[config.mk]
export PLATFORM = sky130hd
export DESIGN_NAME = prog_clk_divider
export DESIGN_NICKNAME = d
export VERILOG_FILES = /design/src/rtl/prog_clk_divider.sv
export SDC_FILE = /design/constraint.sdc
export NUM_CORES = 1
export LEC_CHECK = 0
export CAP_MARGIN = 30
export CORE_ASPECT_RATIO = 0.6
export CORE_MARGIN = 5
export CORE_UTILIZATION = 50
export DETAILED_ROUTE_END_ITERATION = 6
export PLACE_DENSITY = 0.76
export SYNTH_ARGS = -nofsm -noshare
export SYNTH_HDL_FRONTEND = slang
export SYNTH_SLANG_ARGS = --single-unit
[constraint.sdc]
create_clock -name clk -period 7.3 [get_ports clk]
set_clock_uncertainty 0.15 [all_clocks]
set_input_delay 1.46 -clock clk [delete_from_list [all_inputs] [get_ports clk]]
set_output_delay 1.46 -clock clk [all_outputs]
set_load 0.01 [all_outputs]
[src/rtl/prog_clk_divider.sv]
`default_nettype none
// ============================================================================
// Module   : prog_clk_divider
// Brief    : NCH independent programmable clock dividers sharing one custom
//            divisor register. Optional tick pulses with PROG_CLK_DIVIDER_TICK_EN.
// Revision : 1.0 - initial release
// ============================================================================
module prog_clk_divider #(
    parameter int          NCH   = 2,
    parameter int          CNT_W = 32,
    parameter int unsigned DIV0  = 12_500_000,
    parameter int unsigned DIV1  = 8_333_333,
    parameter int unsigned DIV2  = 6_250_000,
    parameter int unsigned DIV3  = 5_000_000
) (
    input  logic               clk,
    input  logic               rst,
    input  logic [NCH-1:0]     en,
    input  logic [NCH-1:0]     sync,
    input  logic [2*NCH-1:0]   mode,
    input  logic               load,
    input  logic [CNT_W-1:0]   load_data,
    output logic [NCH-1:0]     out_clk,
    output logic [NCH-1:0]     tick,
    output logic [2*NCH-1:0]   act_mode
);

    localparam logic [CNT_W-1:0] c_div0 = CNT_W'(DIV0);
    localparam logic [CNT_W-1:0] c_div1 = CNT_W'(DIV1);
    localparam logic [CNT_W-1:0] c_div2 = CNT_W'(DIV2);
    localparam logic [CNT_W-1:0] c_div3 = CNT_W'(DIV3);

    logic [CNT_W-1:0] r_cdiv;
    logic [CNT_W-1:0] r_cnt  [NCH];
    logic [CNT_W-1:0] r_adiv [NCH];
    logic [1:0]       r_act  [NCH];
    logic [NCH-1:0]   r_out;

    logic [CNT_W-1:0] w_sel_div [NCH];
    logic [NCH-1:0]   w_wrap;

    // A zero divisor is treated as one, so it wraps on every enabled cycle.
    always_comb begin
        for (int i = 0; i < NCH; i++) begin
            case (mode[2*i +: 2])
                2'd0:    w_sel_div[i] = c_div0;
                2'd1:    w_sel_div[i] = c_div1;
                2'd2:    w_sel_div[i] = c_div2;
                default: w_sel_div[i] = r_cdiv;
            endcase
            w_wrap[i] = (r_adiv[i] == '0) || (r_cnt[i] >= (r_adiv[i] - 1'b1));
        end
    end

    // Channels sample r_cdiv before this write, so a same-cycle toggle sees the old value.
    always_ff @(posedge clk or posedge rst) begin
        if (rst) begin
            r_cdiv <= c_div3;
        end else if (load) begin
            r_cdiv <= load_data;
        end
    end

    always_ff @(posedge clk or posedge rst) begin
        if (rst) begin
            r_out <= '0;
            for (int i = 0; i < NCH; i++) begin
                r_cnt[i]  <= '0;
                r_adiv[i] <= c_div0;
                r_act[i]  <= 2'd0;
            end
        end else begin
            for (int i = 0; i < NCH; i++) begin
                if (sync[i]) begin
                    r_cnt[i]  <= '0;
                    r_out[i]  <= 1'b0;
                    r_adiv[i] <= w_sel_div[i];
                    r_act[i]  <= mode[2*i +: 2];
                end else if (en[i]) begin
                    if (w_wrap[i]) begin
                        r_cnt[i]  <= '0;
                        r_out[i]  <= ~r_out[i];
                        r_adiv[i] <= w_sel_div[i];
                        r_act[i]  <= mode[2*i +: 2];
                    end else begin
                        r_cnt[i]  <= r_cnt[i] + 1'b1;
                    end
                end
            end
        end
    end

    assign out_clk = r_out;

    always_comb begin
        act_mode = '0;
        for (int i = 0; i < NCH; i++) begin
            act_mode[2*i +: 2] = r_act[i];
        end
    end

`ifdef PROG_CLK_DIVIDER_TICK_EN
    logic [NCH-1:0] r_tick;

    always_ff @(posedge clk or posedge rst) begin
        if (rst) begin
            r_tick <= '0;
        end else begin
            r_tick <= en & ~sync & w_wrap & ~r_out;
        end
    end

    assign tick = r_tick;
`else
    assign tick = '0;
`endif

endmodule
`default_nettype wire

==> impl_metrics.json <==
{
  "grtUsageTotal": 0.209,
  "holdWs_ns": 0.337,
  "drive_gt1_frac": 0.126,
  "slew-limit-headroom": 0.410,
  "remaining_drc_errors": 0,
  "slowest_delay_ns": 0.59,
  "cts_resized": 0,
  "ir_drop_mv": 0.180,
  "dp_hpwl_mm": 18.2,
  "routedWlPerCell_um": 17.6,
  "fin_area_sq_um": 11500,
  "core_area_sq_um": 20000,
  "areaGrowthSynthToFinish_pct": 13.4,
  "cp.required_ns": 7.46,
  "syn_inst": 1046,
  "cts_root_buf": "clkbuf_16",
  "post_synth_num_cell_types": 55,
  "portBuffers": 48,
  "wl_mm": 24.1,
  "drt_iter0_drc": 616,
  "p_leak_nw": 4.94,
  "cpMaxStageDelayCell": "or4_1",
  "synthArstFlopShare": 1.00,
  "synth_area_leaders": "dfrtp_1, ha_1, dfstp_2, mux2_2, xnor2_1",
  "clockBufferDepth": 2,
  "wl_met3_mm": 1.62,
  "dp_slack_ns": 1.62,
  "num_rows": 40,
  "yosysMostFrequentCell": "dfrtp_1",
  "yosys.area.top_type": "dfrtp_1",
  "rr_startpoint": "r_adiv[4]",
  "num-nets-final": 1205,
  "yosys_most_used_dff": "dfrtp_1",
  "grt_setup_unrepaired": "no",
  "cts_tree": "yes",
  "maxCapViolations": 0,
  "outcome": "finished clean",
  "cp-start-kind": "flip-flop",
  "fin_cells": 1372,
  "syn-cell-area_sq_um": 10100,
  "ys_warn_count": 0,
  "diodes": 0,
  "grt_pass1_wl_mm": 39.6,
  "route.met2.wl_mm": 9.78,
  "crit_top_cell": "nor3_1",
  "pwr-share-comb": 0.169,
  "cts_made_buffers": 17,
  "wl_met1_mm": 12.6,
  "setup_violations": 0,
  "period_needed_ns": 5.65,
  "placed_cells": 1338,
  "finalMaxSlewViolations": 0,
  "finalPower_mw": 2.45,
  "cp_num_buf_inv": 1,
  "hold_class": "reg2reg",
  "grt_overflow": 0,
  "start_util": 0.508,
  "grt_pass1_vias": 7441,
  "crit_end": "act_mode[2]",
  "worst_pin_slew_ns": 0.879,
  "maxUsedRoutingLayer": "met4",
  "crit_family": "simple AND/OR/NAND/NOR gates",
  "ant_nets": 0,
  "die_area_sq_um": 23300,
  "final.setup.worst_slack_ns": 1.65,
  "reg2reg_depth": 16,
  "r2r_end": "act_mode[2]",
  "crit_fanout": 20,
  "fill_cells": 1680,
  "clock_sinks": 166,
  "gp_congestion": 0.845,
  "viasPerCell": 5.69,
  "clkPwrFrac": 0.386,
  "insertion_delay_ns": 0.44,
  "synth-edff-count": 0,
  "crit_type": "reg2reg",
  "clk_pin_slew_ns": 0.06,
  "internal-power_mw": 1.77,
  "worstPathArrival_ns": 5.80,
  "firstDrtPassIters": 5,
  "cts_hold_buffers": 0,
  "seqPwrFrac": 0.445,
  "h-tree-depth": 4,
  "synth-seq-area-share": 0.413,
  "min_period_over_period": 0.774,
  "grt_max_degree": 80,
  "synth_top_area_frac": 0.331,
  "critical_path.startpoint": "r_adiv[4]",
  "path_cells": "or4_1 -> nor3_1 -> nand3_1 -> nor3_1 -> nand2b_1 -> nor4_1 -> xnor2_1 -> ha_1 -> nand3_1 -> nor4_1 -> and2_1 -> o311a_1 -> nor3_1 -> a21oi_4 -> buf_4 -> mux2_2",
  "tns_ns": 0,
  "placed_cell_area_sq_um": 10900,
  "reg2reg_slack_ns": 1.65,
  "die_w_um": 194,
  "max_freq_ghz": 0.177,
  "synth_seq_cells": 166,
  "final_util": 0.576,
  "final-hold-violation-count": 0,
  "die_h_um": 120,
  "endpoint_kind": "flip-flop",
  "cts_setup_buffers": 0,
  "synth_commonest_cells": "dfrtp_1, nor2_1, nand2_1, ha_1, a21oi_1",
  "power_density_nw_per_um2": 213,
  "sw_frac_of_total": 0.279,
  "p_switching_mw": 0.683,
  "cp.depth": 16,
  "syn-mean-instance-area_sq_um": 9.70,
  "io_pins": 51,
  "vias": 7807,
  "antenna_found_initial": 0
}
-- cell families (layout without fill, tap and decap cells) --
group | Yosys count | count (layout) | synth area share
buffers and inverters | 84 | 136 | 0.0360
AND/OR/NAND/NOR | 394 | 394 | 0.191
multiplexers | 74 | 74 | 0.0799
XOR/XNOR | 107 | 107 | 0.0924
adder cells (fa/ha/maj) | 76 | 76 | 0.0937
flip-flops | 166 | 166 | 0.413
AO/OA/AOI/OAI | 144 | 144 | 0.0929
other | 1 | 2 | 0.000370
-- worst min-delay path by stage --
stage / endpoint / from / slack [ns] / cells past startpoint
finish: act_mode[0] / act_mode[0] / 0.34 / 1
global placement: r_adiv[5] / r_adiv[5] / 0.33 / 2
global route: act_mode[0] / act_mode[0] / 0.36 / 1
floorplan: r_adiv[23] / r_adiv[23] / 0.31 / 2
detailed placement: act_mode[0] / act_mode[0] / 0.33 / 1
CTS: act_mode[0] / act_mode[0] / 0.34 / 1
-- layout make-up --
cell class                      instances  area, sq um  area share
Multi-Input combinational cell        797         5600       0.486
Inverter                               43          166      0.0145
Tap cell                              273          342      0.0297
Sequential cell                       166         4190       0.364
Timing Repair Buffer                   61          593      0.0515
Clock buffer                           20          467      0.0406
Clock inverter                         12          150      0.0130
-- cells in the final DEF, fill, tap and decap left out, types with 6 or more instances in the layout --
master / netlist / final
dfrtp_1: 134 / 134
nor2_1: 97 / 97
nand2_1: 93 / 93
ha_1: 76 / 76
a21oi_1: 59 / 59
xnor2_1: 57 / 57
mux2_2: 51 / 51
xor2_1: 50 / 50
clkdlybuf4s50_1: 0 / 47
inv_1: 43 / 42
nand3_1: 40 / 40
nor3_1: 36 / 36
dfstp_2: 32 / 32
nand4_1: 22 / 22
nor4_1: 18 / 18
and3_1: 18 / 18
o21ai_0: 18 / 18
mux2i_1: 18 / 18
clkbuf_16: 0 / 17
nand2b_1: 14 / 14
or3_1: 11 / 11
o2bb2ai_1: 11 / 11
buf_4: 4 / 11
and2_1: 9 / 9
nor2b_1: 8 / 8
o21a_1: 7 / 7
a22o_1: 7 / 7
or4_1: 6 / 6
and4_1: 6 / 6
nand3b_1: 6 / 6
-- state kept, by name (all words and copies together) (netlist names) --
register and count:
r_adiv 64, r_cnt 64, r_cdiv 32, act_mode 4, out_clk 2
-- power groups by stage --
stage,sequential [mW],clock (mW),combinational [mW]
after floorplan,1.08,0,0.297
after global placement,1.10,0,0.392
after detailed placement,1.10,0,0.411
after CTS,1.09,0.956,0.415
after global routing,1.10,0.999,0.469
final,1.09,0.946,0.415
-- metal layers --
| layer | vias up | GRT usage |
|---|---|---|
| met5 | - | 0 |
| met4 | 0 | 0.0307 |
| met3 | 19 | 0.0501 |
| met2 | 218 | 0.290 |
| met1 | 3808 | 0.335 |
| li1 | 3762 | - |
(Power assumes the default switching activity.)
==> variant: new RTL, config.mk and constraints unchanged <==
The option `PROG_CLK_DIVIDER_TICK_EN` is turned on by a define.
--- a/src/rtl/prog_clk_divider.sv
+++ b/src/rtl/prog_clk_divider.sv
@@ -5,6 +5,8 @@
 //            divisor register. Optional tick pulses with PROG_CLK_DIVIDER_TICK_EN.
 // Revision : 1.0 - initial release
 // ============================================================================
+`define PROG_CLK_DIVIDER_TICK_EN
+
 module prog_clk_divider #(
     parameter int          NCH   = 2,
     parameter int          CNT_W = 32,
Behaviour: not the same (a bounded check fails within 4 cycles, from zero or initial values and one cycle with rst high).
==> variant against the unedited design <==
Power is 6.7% lower. Clock power down 2.1%. Via count fell by 0.47%. First-iteration DRC count is 19% lower. Fmax increased by 2.2%. Synthesized area down 1.1%. Final cell count stayed put. Synthesized cell count fell by 0.38%. Routed wire length down 2.9%. Cell area fell by 1.4%. Worst setup slack improved by 120 ps. Sequential cell count up 2. Count of clock-buffer cells in the layout fell by 3.
==> variant: results (changes against the unedited design) <==
Status
  • Status: finished, final reports clean (unchanged)

Final layout
  • Share of post-route cells with drive strength above 1: 11.3% (was 12.6%)
  • Top Registers: r_adiv: 64 flops, r_cnt: 64 flops, r_cdiv: 32 flops (unchanged)

Worst setup path
  • FF-to-FF path depth: 17 (was 16)
  • Startpoint Class: register (unchanged)
  • CP max stage cell: o31ai_1 (was or4_1)
  • Slowest Stage Delay on Critical Path: 670 ps (was 590 ps)
  • Worst path top cell family by delay: simple AND/OR/NAND/NOR gates (unchanged)
  • Critical path endpoint: r_adiv[34] (was act_mode[2])
  • Worst endpoint data arrival time: 5690 ps (was 5800 ps)
  • Crit Path Max Fanout: 51 (was 20)
  • R2r startpoint: r_adiv[35] (was r_adiv[4])

Placement
  • Port Buffer Count: 50 (was 48)
  • Placed insts: 1338 (unchanged)
  • Placed Instance Area: 10700 um^2 (was 10900 um^2)
  • HPWL Detailed: 17300 um (was 18200 um)
  • Global placement routability congestion: 0.873 (was 0.845)

Global route
  • GRT Resource Usage Total: 21.4% (was 20.9%)
  • Met3 Track Usage GR: 4.45% (was 5.01%)
  • Global-route wire length before repair: 39700 um (was 39600 um)
  • GRT met2 Usage: 29.4% (was 29.0%)
  • Maximum number of pins on one net before global-route repair: 72 (was 80)
  • Number of global-route vias before repair: 7787 (was 7441)
  • Met1 Track Usage GR: 34.2% (was 33.5%)

Detailed routing
  • First drt pass iteration count: 5 (unchanged)
  • Wire length per cell: 17.1 um (was 17.6 um)
  • Post-Route WL: 23500 um (was 24100 um)
  • Starting DRT DRC Count: 498 (was 616)
  • Vias: 7770 (was 7807)

Yosys
  • Syn Inst Count: 1042 (was 1046)
  • FFs w/ async S/R, synth: 100% (unchanged)
  • Synth unique cells: 59 (was 55)
  • Synth Warn #: 0 (unchanged)
  • Synth top cells by count: 136 x dfrtp_1, 116 x nor2_1, 82 x nand2_1 (was 134 x dfrtp_1, 97 x nor2_1, 93 x nand2_1)
  • Top cells by area, synth: dfrtp_1 34%, ha_1 9.5%, dfstp_2 8.4% (was dfrtp_1 33%, ha_1 9.4%, dfstp_2 8.3%)
  • Register area share after synthesis: 42.3% (was 41.3%)

Power and ir drop
  • Switching Share: 27.9% (about the same)
  • Combinational power share: 12.8% (was 16.9%)
  • Leak: 0.00485 uW (was 0.00494 uW)
  • Worst VDD drop: 192 uV (was 180 uV)
  • Sequential cell power: 1070 uW
  • Cell Pwr Density: 201 nW/um^2 (was 213 nW/um^2)

STA
  • Worst-Margin Slew: 924 ps (was 879 ps)
  • Post-layout minimum cycle time: 5530 ps (was 5650 ps)
  • Hold_ws: 332 ps (was 337 ps)

CTS
  • Post-CTS Setup Bufs: 0 (unchanged)
  • Post_cts resized: 0 (unchanged)
  • Register clock-pin slew on the reported worst setup and hold paths: 70 ps
  • Worst skew pair latency: 440 ps (about the same)
  • H-tree Lvls: 4 (unchanged)

Min path
  • Hold Path End: tick[1] (was act_mode[0])
  • Hold Path Origin: out_clk[1] (was act_mode[0])
-- variant: changes by cell type after synthesis, sizes merged, moves of 12 or more --
cell	delta
mux2i	-16
a21oi	-14
a32o	+12
o21ai	+30
mux2	-20
nor2	+19
nand3	+12
-- variant: area by class of cell --
cell class,count,area [um^2]
diodes,1,2.50
clock buffers,17,425
clock inverters,15,168
fillers,1751,8520
inverters,50,193
multi-input cells,787,5390
flip-flops and latches,168,4240
well taps,273,342
repair buffers,61,588
-- variant: metal layers --
metal,vias to the layer above,wire length (um)
li1,3757,-
met3,18,1240
met5,-,0
met4,0,257
met2,164,9550
met1,3831,12400
-- variant: kinds of logic (layout without fill, tap and decap cells) --
group | Yosys count | count (layout) | synth area share [%]
simple gates | 404 | 404 | 19.8
flops | 168 | 168 | 42.3
compound gates | 160 | 160 | 10.5
xor+xnor | 109 | 109 | 9.52
buf+inv | 87 | 143 | 4.00
fa+ha+maj | 76 | 76 | 9.48
mux | 38 | 38 | 4.39
other cells | 0 | 1 | 0
